==> src/rtl/lfsr_rewind.sv <==
// rtl/lfsr_rewind.sv - walks a right-shift Galois LFSR backwards N steps, one step per clock
//
// Optional build macro: LFSR_REWIND_VERIFY_EN adds the verify_err output.
//
// Ports:
//   clk        system clock
//   rst        synchronous reset, active-high
//   start      load state_in/steps_in and begin (accepted in IDLE only)
//   abort      cancel a RUN without publishing a result
//   state_in   LFSR state to rewind from
//   steps_in   number of backward steps N
//   busy       high in RUN and DONE
//   done       one-cycle pulse, state_out valid
//   state_out  rewound state, held until the next published result
//   zero_err   loaded state was all-zero (lock-up state)
//   verify_err (LFSR_REWIND_VERIFY_EN only) sticky forward-check mismatch
module lfsr_rewind #(
    parameter int WIDTH = 16,
    parameter int CNT_W = 16
) (
    input  logic             clk,
    input  logic             rst,
    input  logic             start,
    input  logic             abort,
    input  logic [WIDTH-1:0] state_in,
    input  logic [CNT_W-1:0] steps_in,
    output logic             busy,
    output logic             done,
    output logic [WIDTH-1:0] state_out,
    output logic             zero_err
`ifdef LFSR_REWIND_VERIFY_EN
    ,
    output logic             verify_err
`endif
);

    typedef enum logic [1:0] {IDLE, RUN, DONE} fsm_e;

    // Tap n of the XAPP052 polynomial lives in coefficient bit n-1.
    function automatic logic [63:0] tap(input int n);
        return 64'd1 << (n - 1);
    endfunction

    function automatic logic [63:0] coeff(input int w);
        logic [63:0] m;
        case (w)
            3:  m = tap(3)  | tap(2);
            4:  m = tap(4)  | tap(3);
            5:  m = tap(5)  | tap(3);
            6:  m = tap(6)  | tap(5);
            7:  m = tap(7)  | tap(6);
            8:  m = tap(8)  | tap(6)  | tap(5)  | tap(4);
            9:  m = tap(9)  | tap(5);
            10: m = tap(10) | tap(7);
            11: m = tap(11) | tap(9);
            12: m = tap(12) | tap(6)  | tap(4)  | tap(1);
            13: m = tap(13) | tap(4)  | tap(3)  | tap(1);
            14: m = tap(14) | tap(5)  | tap(3)  | tap(1);
            15: m = tap(15) | tap(14);
            16: m = tap(16) | tap(15) | tap(13) | tap(4);
            17: m = tap(17) | tap(14);
            18: m = tap(18) | tap(11);
            19: m = tap(19) | tap(6)  | tap(2)  | tap(1);
            20: m = tap(20) | tap(17);
            21: m = tap(21) | tap(19);
            22: m = tap(22) | tap(21);
            23: m = tap(23) | tap(18);
            24: m = tap(24) | tap(23) | tap(22) | tap(17);
            25: m = tap(25) | tap(22);
            26: m = tap(26) | tap(6)  | tap(2)  | tap(1);
            27: m = tap(27) | tap(5)  | tap(2)  | tap(1);
            28: m = tap(28) | tap(25);
            29: m = tap(29) | tap(27);
            30: m = tap(30) | tap(6)  | tap(4)  | tap(1);
            31: m = tap(31) | tap(28);
            32: m = tap(32) | tap(22) | tap(2)  | tap(1);
            33: m = tap(33) | tap(20);
            34: m = tap(34) | tap(27) | tap(2)  | tap(1);
            35: m = tap(35) | tap(33);
            36: m = tap(36) | tap(25);
            37: m = tap(37) | tap(5)  | tap(4)  | tap(3) | tap(2) | tap(1);
            38: m = tap(38) | tap(6)  | tap(5)  | tap(1);
            39: m = tap(39) | tap(35);
            40: m = tap(40) | tap(38) | tap(21) | tap(19);
            41: m = tap(41) | tap(38);
            42: m = tap(42) | tap(41) | tap(20) | tap(19);
            43: m = tap(43) | tap(42) | tap(38) | tap(37);
            44: m = tap(44) | tap(43) | tap(18) | tap(17);
            45: m = tap(45) | tap(44) | tap(42) | tap(41);
            46: m = tap(46) | tap(45) | tap(26) | tap(25);
            47: m = tap(47) | tap(42);
            48: m = tap(48) | tap(47) | tap(21) | tap(20);
            49: m = tap(49) | tap(40);
            50: m = tap(50) | tap(49) | tap(24) | tap(23);
            51: m = tap(51) | tap(50) | tap(36) | tap(35);
            52: m = tap(52) | tap(49);
            53: m = tap(53) | tap(52) | tap(38) | tap(37);
            54: m = tap(54) | tap(53) | tap(18) | tap(17);
            55: m = tap(55) | tap(31);
            56: m = tap(56) | tap(55) | tap(35) | tap(34);
            57: m = tap(57) | tap(50);
            58: m = tap(58) | tap(39);
            59: m = tap(59) | tap(58) | tap(38) | tap(37);
            60: m = tap(60) | tap(59);
            61: m = tap(61) | tap(60) | tap(46) | tap(45);
            62: m = tap(62) | tap(61) | tap(6)  | tap(5);
            63: m = tap(63) | tap(62);
            64: m = tap(64) | tap(63) | tap(61) | tap(60);
            default: m = 64'd0;
        endcase
        return m;
    endfunction

    localparam logic [63:0]      C_FULL = coeff(WIDTH);
    localparam logic [WIDTH-1:0] C      = C_FULL[WIDTH-1:0];

    fsm_e             fsm_q, fsm_d;
    logic [WIDTH-1:0] lfsr_q, lfsr_d;
    logic [CNT_W-1:0] cnt_q, cnt_d;
    logic [WIDTH-1:0] state_out_q, state_out_d;
    logic             zero_err_q, zero_err_d;

    // Inverse step: the forward step shifted the old bit 0 out and, when it
    // was 1, XORed in C whose MSB is always 1. So the current MSB recovers
    // that old bit 0, and undoing the XOR on the low bits recovers the rest.
    logic             back_bit;
    logic [WIDTH-2:0] back_lo;
    logic [WIDTH-1:0] prev;

    assign back_bit = lfsr_q[WIDTH-1];
    assign back_lo  = lfsr_q[WIDTH-2:0] ^ (back_bit ? C[WIDTH-2:0] : '0);
    assign prev     = {back_lo, back_bit};

`ifdef LFSR_REWIND_VERIFY_EN
    logic             verify_err_q, verify_err_d;
    logic [WIDTH-1:0] fwd_of_prev;

    assign fwd_of_prev = (prev >> 1) ^ (prev[0] ? C : '0);
`endif

    always_comb begin
        fsm_d       = fsm_q;
        lfsr_d      = lfsr_q;
        cnt_d       = cnt_q;
        state_out_d = state_out_q;
        zero_err_d  = zero_err_q;
`ifdef LFSR_REWIND_VERIFY_EN
        verify_err_d = verify_err_q;
`endif
        case (fsm_q)
            IDLE: begin
                if (start) begin
                    lfsr_d     = state_in;
                    cnt_d      = steps_in;
                    zero_err_d = (state_in == '0);
`ifdef LFSR_REWIND_VERIFY_EN
                    verify_err_d = 1'b0;
`endif
                    if (steps_in == '0) begin
                        state_out_d = state_in;
                        fsm_d       = DONE;
                    end else begin
                        fsm_d = RUN;
                    end
                end
            end
            RUN: begin
                if (abort) begin
                    fsm_d = IDLE;
                end else begin
                    lfsr_d = prev;
                    cnt_d  = cnt_q - CNT_W'(1);
`ifdef LFSR_REWIND_VERIFY_EN
                    if (fwd_of_prev != lfsr_q) verify_err_d = 1'b1;
`endif
                    if (cnt_q == CNT_W'(1)) begin
                        state_out_d = prev;
                        fsm_d       = DONE;
                    end
                end
            end
            DONE: begin
                fsm_d = IDLE;
            end
            default: begin
                fsm_d = IDLE;
            end
        endcase
    end

    always_ff @(posedge clk) begin
        if (rst) begin
            fsm_q       <= IDLE;
            lfsr_q      <= '0;
            cnt_q       <= '0;
            state_out_q <= '0;
            zero_err_q  <= 1'b0;
        end else begin
            fsm_q       <= fsm_d;
            lfsr_q      <= lfsr_d;
            cnt_q       <= cnt_d;
            state_out_q <= state_out_d;
            zero_err_q  <= zero_err_d;
        end
    end

`ifdef LFSR_REWIND_VERIFY_EN
    always_ff @(posedge clk) begin
        if (rst) verify_err_q <= 1'b0;
        else     verify_err_q <= verify_err_d;
    end

    assign verify_err = verify_err_q;
`endif

    assign busy      = (fsm_q != IDLE);
    assign done      = (fsm_q == DONE);
    assign state_out = state_out_q;
    assign zero_err  = zero_err_q;

endmodule

==> config.mk <==
export PLATFORM = sky130hd
export DESIGN_NAME = lfsr_rewind
export DESIGN_NICKNAME = d
export VERILOG_FILES = /design/src/rtl/lfsr_rewind.sv
export SDC_FILE = /design/constraint.sdc
export NUM_CORES = 1
export LEC_CHECK = 0
export ABC_CLOCK_PERIOD_IN_PS = 2500
export BUFFER_PORTS_ARGS = -buffer_cell sky130_fd_sc_hd__buf_2
export CELL_PAD_IN_SITES_DETAIL_PLACEMENT = 1
export CELL_PAD_IN_SITES_GLOBAL_PLACEMENT = 2
export CORE_MARGIN = 3
export CORE_UTILIZATION = 33
export CTS_CLUSTER_DIAMETER = 30
export DETAILED_ROUTE_END_ITERATION = 10
export GPL_ROUTABILITY_DRIVEN = 0
export PLACE_DENSITY = 0.92
export SLEW_MARGIN = 20
export SYNTH_ARGS = -nofsm -noshare
export SYNTH_HDL_FRONTEND = slang
export SYNTH_SLANG_ARGS = --single-unit
==> constraint.sdc <==
create_clock -name clk -period 2.5 [get_ports clk]
set_clock_uncertainty 0.1 [all_clocks]
set_input_delay 0.375 -clock clk [delete_from_list [all_inputs] [get_ports clk]]
set_output_delay 0.375 -clock clk [all_outputs]
set_load 0.1 [all_outputs]
**Word-level counts from Yosys, hierarchy flattened**

Index checks and enable logic that the tools add are counted.

- $add $sub $neg: 1
- Equal/unequal tests: 8
- Muxes and demuxes: 17
- Bitwise operators: 1
- Reduce and logical (&&, ||, !) cells: 9

Operator list:

| cell | number |
|---|---|
| $mux 16 | 8 |
| $pmux 16 s2 | 3 |
| $logic_not 16->1 | 2 |
| $eq 16x1->1 const B | 1 |
| $sub 16x1->16 const B | 1 |
| $mux 15 | 1 |
| $xor 15x15->15 | 1 |
| $mux 2 | 4 |
| $ne 2x2->1 const B | 4 |
| $reduce_and 5->1 | 1 |
| $pmux 2 s2 | 1 |
| $reduce_and 2->1 | 2 |
| $reduce_bool 2->1 | 2 |
| $ne 3x3->1 const B | 1 |
| $reduce_and 3->1 | 1 |
| $eq 2x1->1 const B | 1 |
| $eq 2x2->1 const B | 1 |
| $logic_not 2->1 | 1 |

- Bits in registers: 51
- Word-level logic and storage cells: 41

**Longest topological paths before layout**

Gate-level depths: netlist (run 1).

- Word-level depth: 5
- Depth in mapped cells: 8
- Mapped depth without buffers: 6

**Worst setup path after synthesis (run 1)**

OpenSTA, ideal clock, no wires.

- Kind: reg2out
- From: register fsm_q[1]
- To: output done
- Data arrival time: 1.840 ns
- Required time: 2.025 ns
- Slack: 0.185 ns
- Stages on the path, launching flop included: 3
- Path through: dfxtp_1 -> buf_2 -> nor2b_1

- Longest elaborated chain between the ends: 1

RTL lines:

| item | line | RTL |
|---|---|---|
| start: declaration | 117 | `fsm_e fsm_q, fsm_d;` |
| start signal: assignment | 199 | `fsm_q <= fsm_d;` |
| $eq 2x2->1 | 217 | `assign done = (fsm_q == DONE);` |
| end: declaration | 28 | `output logic done,` |

No other way between the ends.

**Worst setup path in the final report (run 1)**

- From: register cnt_q[1]
- To: register state_out_q[3], in the netlist state_out[3]

- Longest elaborated chain between the ends: 3

RTL lines:

| item | line | RTL |
|---|---|---|
| start: declaration | 119 | `logic [CNT_W-1:0] cnt_q, cnt_d;` |
| start signal: assignment | 201 | `cnt_q <= cnt_d;` |
| $eq 16x1->1 | 176 | `if (cnt_q == CNT_W'(1)) begin` |
| $ne 2x2->1 (no line) | n/a |  |
| $reduce_and 5->1 (no line) | n/a |  |
| end signal: assignment | 202 | `state_out_q <= state_out_d;` |
| end: declaration | 120 | `logic [WIDTH-1:0] state_out_q, state_out_d;` |

No other way between the ends.
A chain may end at the register's enable or synchronous reset.

==> impl_results.md, run 1 <==
- Primary FF master, synth: dfxtp_1
- IO Count: between 50 and 60
- Power Dens Cells: 595.3 nW/um^2
- Critical path arrival: 2.45 ns
- Syn_nets: 362
- Seq/Total Area, Yosys: 36.12%
- CTS Buf Count: 5
- Max-Cap Viols: 0
- Postcts setup bufs: 0
- First-iteration detailed-routing DRC count: 91
- Share of cells above drive strength 1: 26.54%
- Internal power: approximately 0.0014 W
- Avg Inst Size Synth: roughly 8.7 um^2
- Maximum buffer depth of the clock tree: 2
- Critical Path Start Type: flip-flop
- Width of the chip: 98.55 um
- FFs w/ async S/R, synth: 0%
- Global-route wire length before repair: 13.20 mm
- FF-to-FF path depth: 6
- Routed len/inst: ~17 um
- Run status: completed
- Row count: 33
- Worst hold endpoint: cnt_q[13]
- Area share of the largest cell type after synthesis: 36.12%
- Sum of negative setup slack: 0 ns
- Vias in the first global route: 2614
- Hold_sp: steps_in[13]
- M1 WL: around 3.8 mm
- Yosys cell types: 53
- Hold path depth: 3
- DR top layer: met4
- Slew HR: roughly two fifths
- Top cells by area, synth: dfxtp_1, nor2_1, mux2_4
- Setup-failing EPs final: 0
- Hold bufs inserted after CTS: 0
- Worst-path cell chain: inv_1 -> ha_1 -> nor4b_1 -> and3_1 -> a32oi_4 -> mux2_2
- Vias per std cell: 5.421
- DRC Markers: 0
- Slew Limit Fails: 0
- WL final: about 8 mm
- Post-synth top area cell: dfxtp_1
- Vias post-DR: 2591
- Initial core utilization: 34.23%
- WL met3: roughly 300 um
- Max incr delay on CP: 0.71 ns
- Comb pwr share: a little under a quarter
- Crit Reg-Reg Startpoint: cnt_q[1]
- Die Ht: a little under 100 um
- H-tree lvl count: 2
- Final period util: between 90% and 100%
- # clock sinks: between 50 and 60
- ANT nets after route: 0
- Cell with the most instances after synthesis: dfxtp_1
- Clock power share: a little under 30%
- Clock root buffer: clkbuf_8
- Crit path kind: flip-flop to flip-flop
- Worst R2R Setup Slack: 0.15 ns
- Sw Ratio: 31.63%
- Largest net degree at the start of global routing: 40
- Resized cells post-CTS: 0
- CP required: between 2 and 3 ns
- Layout Utilization: 40.33%
- Top cells by count, synth: dfxtp_1, nor2_1, nor2b_1
- Cells after Synth: between 300 and 400
- CP Capture Type: flip-flop
- Crit-path max FO: 16
- Number of flops mapped to enable cells by yosys: 0
- Tot GR Track Use: between 15 and 20%
- Psw: roughly 0.00063 W
- Slew @ Worst Pin: 0.8847 ns
- Nets: between 400 and 500
- Aggregate global routing overflow: 0
- Core area: between 8000 and 9000 um^2
- Drt pass-1 iters: 4
- Fin crit period: between 2 and 2.5 ns
- DPL Wire Length: 5.799 mm
- Met2 wire length: 3.739 mm
- Fill cell count: 1015
- Worst R2R End: state_out[3]
- Reg power frac: 46.7%
- Port bufs: 54
- Synth-to-Final Area Change: 17.84%
- Clock Latency Late Sink: ~0.31 ns
- Final hold violations: 0
- Pleak: around 1.5 nW
- #FFs+latches synth: between 50 and 60
- Highest clock rate: ~430 MHz
- Crit path max-delay cell type: a32oi_4
- Synth warnings: 0
- Cell Area, Synth: ~2800 um^2
- Ant diodes: 0
- Antenna violations before repair: 0
- Worst min-delay path class: input port to flip-flop
- Peak supply drop: between 0.2 and 0.25 mV
- CTS tree: yes
- Clk slew on worst S/H paths: around 0.1 ns
- RSZ-0062 raised after global routing: false
- Die area: just under 10000 um^2
[layout make-up]
class	count	area [um^2]	area share, %
multi-input cells	246	1692	50.79
flip-flops and latches	51	1021	30.65
repair buffers	65	365.4	10.97
well taps	105	131.4	3.944
clock buffers	5	68.82	2.066
clock inverters	2	37.54	1.127
inverters	4	15.01	0.4508
[how the worst max path moves through the flow]
stage	depth (start not counted)	from	endpoint	slack, ns
2_1_floorplan	2	fsm_q[1]	done	0.18
3_3_place_gp	6	cnt_q[1]	state_out[2]	0.23
3_5_place_dp	6	cnt_q[1]	state_out[3]	0.16
4_1_cts	6	cnt_q[1]	state_out[3]	0.14
5_1_grt	6	cnt_q[1]	state_out[3]	0.02
6_report	6	cnt_q[1]	state_out[3]	0.15
[flip-flops by register name, indices dropped and copies added, names as in the netlist]
signal	count
cnt_q	16
lfsr_q	16
state_out	16
fsm_q	2
zero_err	1
[cell usage in the layout, fill, tap and decap left out, types with 5 or more instances in the layout]
| cell type | n |
|---|---|
| buf_2 | 54 |
| dfxtp_1 | 51 |
| nor2_1 | 42 |
| nor2b_1 | 24 |
| a21oi_1 | 19 |
| nand2_1 | 17 |
| a211oi_1 | 15 |
| mux2i_1 | 14 |
| o21ai_0 | 13 |
| nor4_1 | 11 |
| mux2_4 | 10 |
| buf_4 | 10 |
| mux2_2 | 9 |
| nor3_1 | 6 |
| nand3_1 | 5 |
| clkbuf_8 | 5 |
[metal layers]
layer / GRT usage, % / up-vias
li1: - / 1275
met4: 4.832 / 0
met5: 0 / -
met2: 27.20 / 48
met3: 3.397 / 13
met1: 21.97 / 1255
[critical path, delay by kind of cell, from the launching register on]
| family | cells | cell delay [ns] |
|---|---|---|
| flip-flops | 1 | 0.40 |
| AO/OA/AOI/OAI | 1 | 0.71 |
| buffers and inverters | 1 | 0.09 |
| AND/OR/NAND/NOR | 2 | 0.36 |
| adder cells (fa/ha/maj) | 1 | 0.18 |
| multiplexers | 1 | 0.41 |
[power by group through the flow]
stage / Combinational (W) / Sequential (W) / Clock (W)
after floorplan: 0.000324 / 0.000929 / 0
after global placement: 0.000464 / 0.000939 / 0
after detailed placement: 0.000474 / 0.000944 / 0
after CTS: 0.000479 / 0.000925 / 0.000595
after global routing: 0.000527 / 0.000935 / 0.000638
final: 0.000476 / 0.000926 / 0.000581
[through the flow]
step           instance area (um^2)  instances  hold WS (ns)  worst slack [ns]  power (W)
5_1_grt                        3331        478        0.2774           0.02222   0.002101
4_1_cts                        3331        478        0.2681            0.1443   0.001999
6_report                       3331        478        0.2687            0.1471   0.001983
3_5_place_dp                   3224        471        0.3545            0.1605   0.001418
2_1_floorplan                  2826        324        0.3357            0.1848   0.001254
3_3_place_gp                   3224        471        0.3488            0.2279   0.001403
[cell families after synthesis]
| group | Yosys count | synth area share (%) |
|---|---|---|
| compound gates | 74 | 18.55 |
| xor+xnor | 3 | 0.9298 |
| fa+ha+maj | 2 | 0.8852 |
| flops | 51 | 36.12 |
| simple gates | 134 | 25.54 |
| buf+inv | 27 | 4.116 |
| mux | 33 | 13.86 |
Power figures use the tool's default switching activity.
==> run 2: changes to the inputs <==
- CELL_PAD_IN_SITES_GLOBAL_PLACEMENT: 2 -> 1
- CORE_UTILIZATION: 33 -> 39
- PLACE_DENSITY: 0.92 -> 0.88
==> run 2 against run 1 <==
  * Worst setup slack gained 0.034 ns
  * Cell count is 1.7% lower
  * Die area is 14% lower
  * Non-clock buffer count is the same
  * Critical path type unchanged
==> impl_results.md, run 2 (synthesized netlist as in run 1, its figures left out) <==
- CTS Buf Count: 5
- Comb pwr share: approximately a quarter
- Leading cell type in the layout, fill and taps excluded: buf_2
- Clock root buffer: clkbuf_8
- Psw: roughly 0.00064 W
- Routed len/inst: approximately 17 um
- Cell count after placement: roughly 460
- Vias post-DR: approximately 2600
- Final hold violations: 0
- RSZ-0062 raised after global routing: false
- Drt pass-1 iters: 4
- Port bufs: 54
- # clock sinks: slightly above 50
- Slew @ Worst Pin: 0.8271 ns
- Row count: 30
- Fin crit period: ~2.3 ns
- Setup-failing EPs final: 0
- First-iteration detailed-routing DRC count: 142
- Resized cells post-CTS: 0
- Critical path arrival: approximately 2.4 ns
- Sw Ratio: between 30% and 40%
- Slew HR: 44.86%
- Reg power frac: 45.6%
- Largest net degree at the start of global routing: 39
- Non-Filler Instances: between 400 and 500
- H-tree lvl count: 2
- Highest clock rate: between 400 and 500 MHz
- CP required: about 2.6 ns
- Peak supply drop: between 0.2 and 0.25 mV
- Postcts setup bufs: 0
- Initial core utilization: between 40% and 50%
- Maximum buffer depth of the clock tree: 2
- Clock power share: just over 30%
- Nets: approximately 410
- Slew Limit Fails: 0
- Tot GR Track Use: a little over 20%
- Run status: completed
- Core area: 6907 um^2
- Ant diodes: 0
- CP Capture Type: flip-flop
- Critical Path Start Type: flip-flop
- Width of the chip: between 90 and 100 um
- Hold bufs inserted after CTS: 0
- Antenna violations before repair: 0
- Fill cell count: 860
- Share of cells above drive strength 1: between 20% and 30%
- Crit-path max FO: 16
- Vias in the first global route: ~2800
- Final period util: between 90% and 100%
- Power Dens Cells: approximately 610 nW/um^2
- Vias per std cell: about 5.6
- DPL Wire Length: 5.910 mm
- Worst min-delay path class: input port to flip-flop
- Max-Cap Viols: 0
- Aggregate global routing overflow: 0
- CTS tree: yes
- Synth-to-Final Area Change: 17.53%
- DRC Markers: 0
- Internal power: 0.001389 W
- Crit path kind: flip-flop to flip-flop
- IO Count: 55
- Global-route wire length before repair: 13.76 mm
- Clock Latency Late Sink: between 0.3 and 0.4 ns
- ANT nets after route: 0
- Pleak: around 1.5 nW
- WL final: around 8.2 mm
- Commonest cells after routing, fill and taps aside: buf_2, dfxtp_1, nor2_1
- Die area: roughly 8300 um^2
- Sum of negative setup slack: 0 ns
- Die Ht: a little over 90 um
- Clk slew on worst S/H paths: ~0.10 ns
## run 2: cell count changes in the layout (fill, tap and decap cells not counted)
cell | previous run | this run
clkinvlp_4 | 1 | 0
clkbuf_8 | 5 | 6
buf_4 | 10 | 11
buf_12 | 1 | 0
inv_6 | 0 | 1
## run 2: worst max-delay path, cell delays in order (launching register included)
cell	delay, ns
dfxtp_1	0.40
inv_1	0.09
ha_1	0.17
nor4b_1	0.14
and3_1	0.23
a32oi_4	0.67
mux2_2	0.42
## run 2: through the flow
stage / cell area (um^2) / hold slack (ns) / total power (W) / utilization [%] / worst slack (ns)
3_3_place_gp: 3201 / 0.3494 / 0.001394 / 46.34 / 0.2665
4_1_cts: 3322 / 0.2343 / 0.002044 / 48.10 / 0.1724
6_report: 3322 / 0.2349 / 0.002029 / 48.10 / 0.1813
2_1_floorplan: 2826 / 0.3357 / 0.001254 / - / 0.1848
3_5_place_dp: 3201 / 0.3682 / 0.001416 / 46.34 / 0.1643
5_1_grt: 3322 / 0.2625 / 0.002135 / 48.10 / 0.04045
## run 2: power by group through the flow
stage	clock [W]	combinational [W]	sequential, W
final	0.000623	0.000479	0.000926
after CTS	0.000640	0.000479	0.000925
after detailed placement	0	0.000473	0.000943
after floorplan	0	0.000324	0.000929
after global routing	0.000672	0.000528	0.000935
after global placement	0	0.000457	0.000938
## run 2: worst paths after layout
kind	start	endpoint	slack [ns]	depth (start not counted)
max	cnt_q[1]	state_out[5]	0.18	6
min	steps_in[13]	cnt_q[13]	0.23	3
max reg2reg	cnt_q[1]	state_out[5]	0.18	6
min reg2reg	lfsr_q[4]	lfsr_q[4]	0.38	2
## run 2: final cells by class
cell class / count / area, um^2 / share of cell area (%)
well taps: 96 / 120.1 / 3.616
repair buffers: 65 / 352.8 / 10.62
clock buffers: 6 / 82.58 / 2.486
multi-input cells: 246 / 1692 / 50.92
flip-flops and latches: 51 / 1021 / 30.73
inverters: 4 / 15.01 / 0.4520
clock inverters: 2 / 38.79 / 1.168
## run 2: routing by layer
layer / track usage [%] / vias up / part of all wire [%]
met5: 0 / - / 0
met1: 25.24 / 1305 / 44
li1: - / 1274 / -
met3: 4.060 / 13 / 3.7
met2: 34.46 / 57 / 50
met4: 7.161 / 0 / 1.8
==> run 3: changes to the inputs <==
--- a/config.mk
+++ b/config.mk
@@ -14,5 +14,4 @@
 export CTS_CLUSTER_DIAMETER = 30
 export DETAILED_ROUTE_END_ITERATION = 10
-export GPL_ROUTABILITY_DRIVEN = 0
 export PLACE_DENSITY = 0.88
 export SLEW_MARGIN = 20
--- a/constraint.sdc
+++ b/constraint.sdc
@@ -3,3 +3,3 @@
 set_input_delay 0.375 -clock clk [delete_from_list [all_inputs] [get_ports clk]]
 set_output_delay 0.375 -clock clk [all_outputs]
-set_load 0.1 [all_outputs]
+set_load 0.01 [all_outputs]
==> run 3 against run 2 <==
  * Global-route usage is 0.26 points higher
  * Clock power is 6.7% lower
  * Utilization is 0.11 points lower
  * Sequential power hardly changed
  * Power is 2.6% lower
  * Non-clock buffer count is 1 higher
  * Critical path depth stayed put
  * Clock-buffer cell count is 1 lower
  * First-iteration DRC count is 5.6% lower
  * Wire length is 0.69% higher
  * Sequential share of layout area is 0.070 points higher
  * Critical endpoint is now state_out[1]
==> impl_results.md, run 3 (synthesized netlist as in run 1, its figures left out) <==
- Routed len/inst: approximately 18 um
- H-tree lvl count: 2
- Crit path kind: flip-flop to flip-flop
- FF-to-FF path depth: 6
- Power Dens Cells: ~600 nW/um^2
- Clock power share: approximately 29%
- Critical path arrival: 2.45 ns
- Worst min-delay path class: input port to flip-flop
- Clock Latency Late Sink: between 0.3 and 0.4 ns
- Antenna violations before repair: 0
- Initial core utilization: about two fifths
- Port bufs: 54
- Peak supply drop: approximately 0.24 mV
- Width of the chip: 91.13 um
- Largest net degree at the start of global routing: 39
- Slew Limit Fails: 0
- Drt pass-1 iters: 4
- CP required: around 2.6 ns
- Final hold violations: 0
- First-iteration detailed-routing DRC count: 134
- Clk slew on worst S/H paths: 0.10 ns
- Fin crit period: around 2.3 ns
- Vias per std cell: 5.636
- Clock root buffer: clkbuf_8
- Final GP Congestion: ~0.83
- Critical Path Sink: state_out[1]
- CTS tree: yes
- Crit Reg-Reg Startpoint: cnt_q[1]
- Setup-failing EPs final: 0
- IO Count: 55
- Row count: 30
- Commonest cells after routing, fill and taps aside: buf_2, dfxtp_1, nor2_1
- Postcts setup bufs: 0
- Core area: between 6000 and 7000 um^2
- Ant diodes: 0
- Nets: around 410
- Aggregate global routing overflow: 0
- CP Capture Type: flip-flop
- Pleak: 1.487 nW
- Final period util: between 90% and 100%
- Die Ht: between 90 and 100 um
- Multi-input gate area: about 1700 um^2
- Fin Hold WS: between 0.2 and 0.25 ns
- Highest clock rate: between 400 and 500 MHz
- Vias post-DR: about 2600
- Run status: completed
- DRC Markers: 0
- WL final: 8.279 mm
- Max-Cap Viols: 0
- Slew @ Worst Pin: 0.8269 ns
- Vias in the first global route: approximately 2800
- Sw Ratio: approximately a third
- Maximum buffer depth of the clock tree: 2
- Critical Path Source: cnt_q[1]
- Critical Path Start Type: flip-flop
- Crit-path max FO: 16
- Finished Cell Area: around 3300 um^2
- CTS Buf Count: 5
- Tot GR Track Use: between 20% and 30%
- Synth-to-Final Area Change: 17.26%
- Worst R2R Setup Slack: roughly 0.16 ns
- Fill cell count: 853
- ANT nets after route: 0
- Share of cells above drive strength 1: a little over a quarter
- Comb pwr share: 24.0%
- DPL Wire Length: 5.948 mm
- Slew HR: roughly 45%
- Sum of negative setup slack: 0 ns
- Die area: between 8000 and 9000 um^2
- Worst R2R End: state_out[1]
- RSZ-0062 raised after global routing: false
- Register Area: between 1000 and 1500 um^2
- Psw: a little over 0.0006 W
- Hold bufs inserted after CTS: 0
- Internal power: 0.001355 W
- Post-DP Area: about 3200 um^2
- # clock sinks: between 50 and 60
- Leading cell type in the layout, fill and taps excluded: buf_2
- Reg power frac: a little under half
- Global-route wire length before repair: around 14 mm
- Resized cells post-CTS: 0
-- run 3: cell count changes in the layout (fill, tap and decap cells not counted), sizes merged --
cell	previous run	this run
inv	5	4
clkbuf	6	5
buf	65	66
clkinvlp	0	1
-- run 3: cell type report --
cell class | instances | area share [%]
Sequential cell | 51 | 30.80
Clock inverter | 2 | 1.133
Clock buffer | 5 | 2.076
Timing Repair Buffer | 66 | 10.87
Tap cell | 96 | 3.624
Inverter | 4 | 0.4530
Multi-Input combinational cell | 246 | 51.04
-- run 3: power by group through the flow --
stage | logic, W | clock network, W | registers, W
global placement | 0.000447 | 0 | 0.000934
CTS | 0.000474 | 0.000591 | 0.000922
floorplan | 0.000315 | 0 | 0.000924
detailed placement | 0.000465 | 0 | 0.000940
global route | 0.000523 | 0.000616 | 0.000932
finish | 0.000474 | 0.000581 | 0.000923
-- run 3: metrics by stage --
stage / power (W) / cells / util [%] / setup WS (ns)
after global routing: 0.002071 / 470 / 47.99 / 0.01010
after detailed placement: 0.001404 / 463 / 46.45 / 0.1597
final: 0.001977 / 470 / 47.99 / 0.1564
after CTS: 0.001987 / 470 / 47.99 / 0.1274
after floorplan: 0.001238 / 324 / - / 0.5287
after global placement: 0.001381 / 463 / 46.45 / 0.2654
-- run 3: worst min-delay path by stage --
stage | from | to | slack [ns] | depth (start not counted)
6_report | steps_in[13] | cnt_q[13] | 0.25 | 3
5_1_grt | steps_in[13] | cnt_q[13] | 0.28 | 3
4_1_cts | steps_in[13] | cnt_q[13] | 0.25 | 3
3_5_place_dp | lfsr_q[4] | lfsr_q[4] | 0.36 | 2
3_3_place_gp | lfsr_q[4] | lfsr_q[4] | 0.35 | 2
2_1_floorplan | lfsr_q[13] | lfsr_q[13] | 0.34 | 2
-- run 3: metal layers --
layer / up-vias / part of all wire (%) / track usage [%]
li1: 1276 / - / -
met1: 1313 / 43 / 24.94
met2: 50 / 52 / 36.54
met3: 10 / 3.7 / 3.977
met4: 0 / 1.2 / 5.653
met5: - / 0 / 0
-- run 3: critical path, stage by stage (launching register included) --
cell and delay (ns):
dfxtp_1 0.42, inv_1 0.10, ha_1 0.18, nor4b_1 0.14, and3_1 0.22, a32oi_4 0.66, mux2_2 0.42
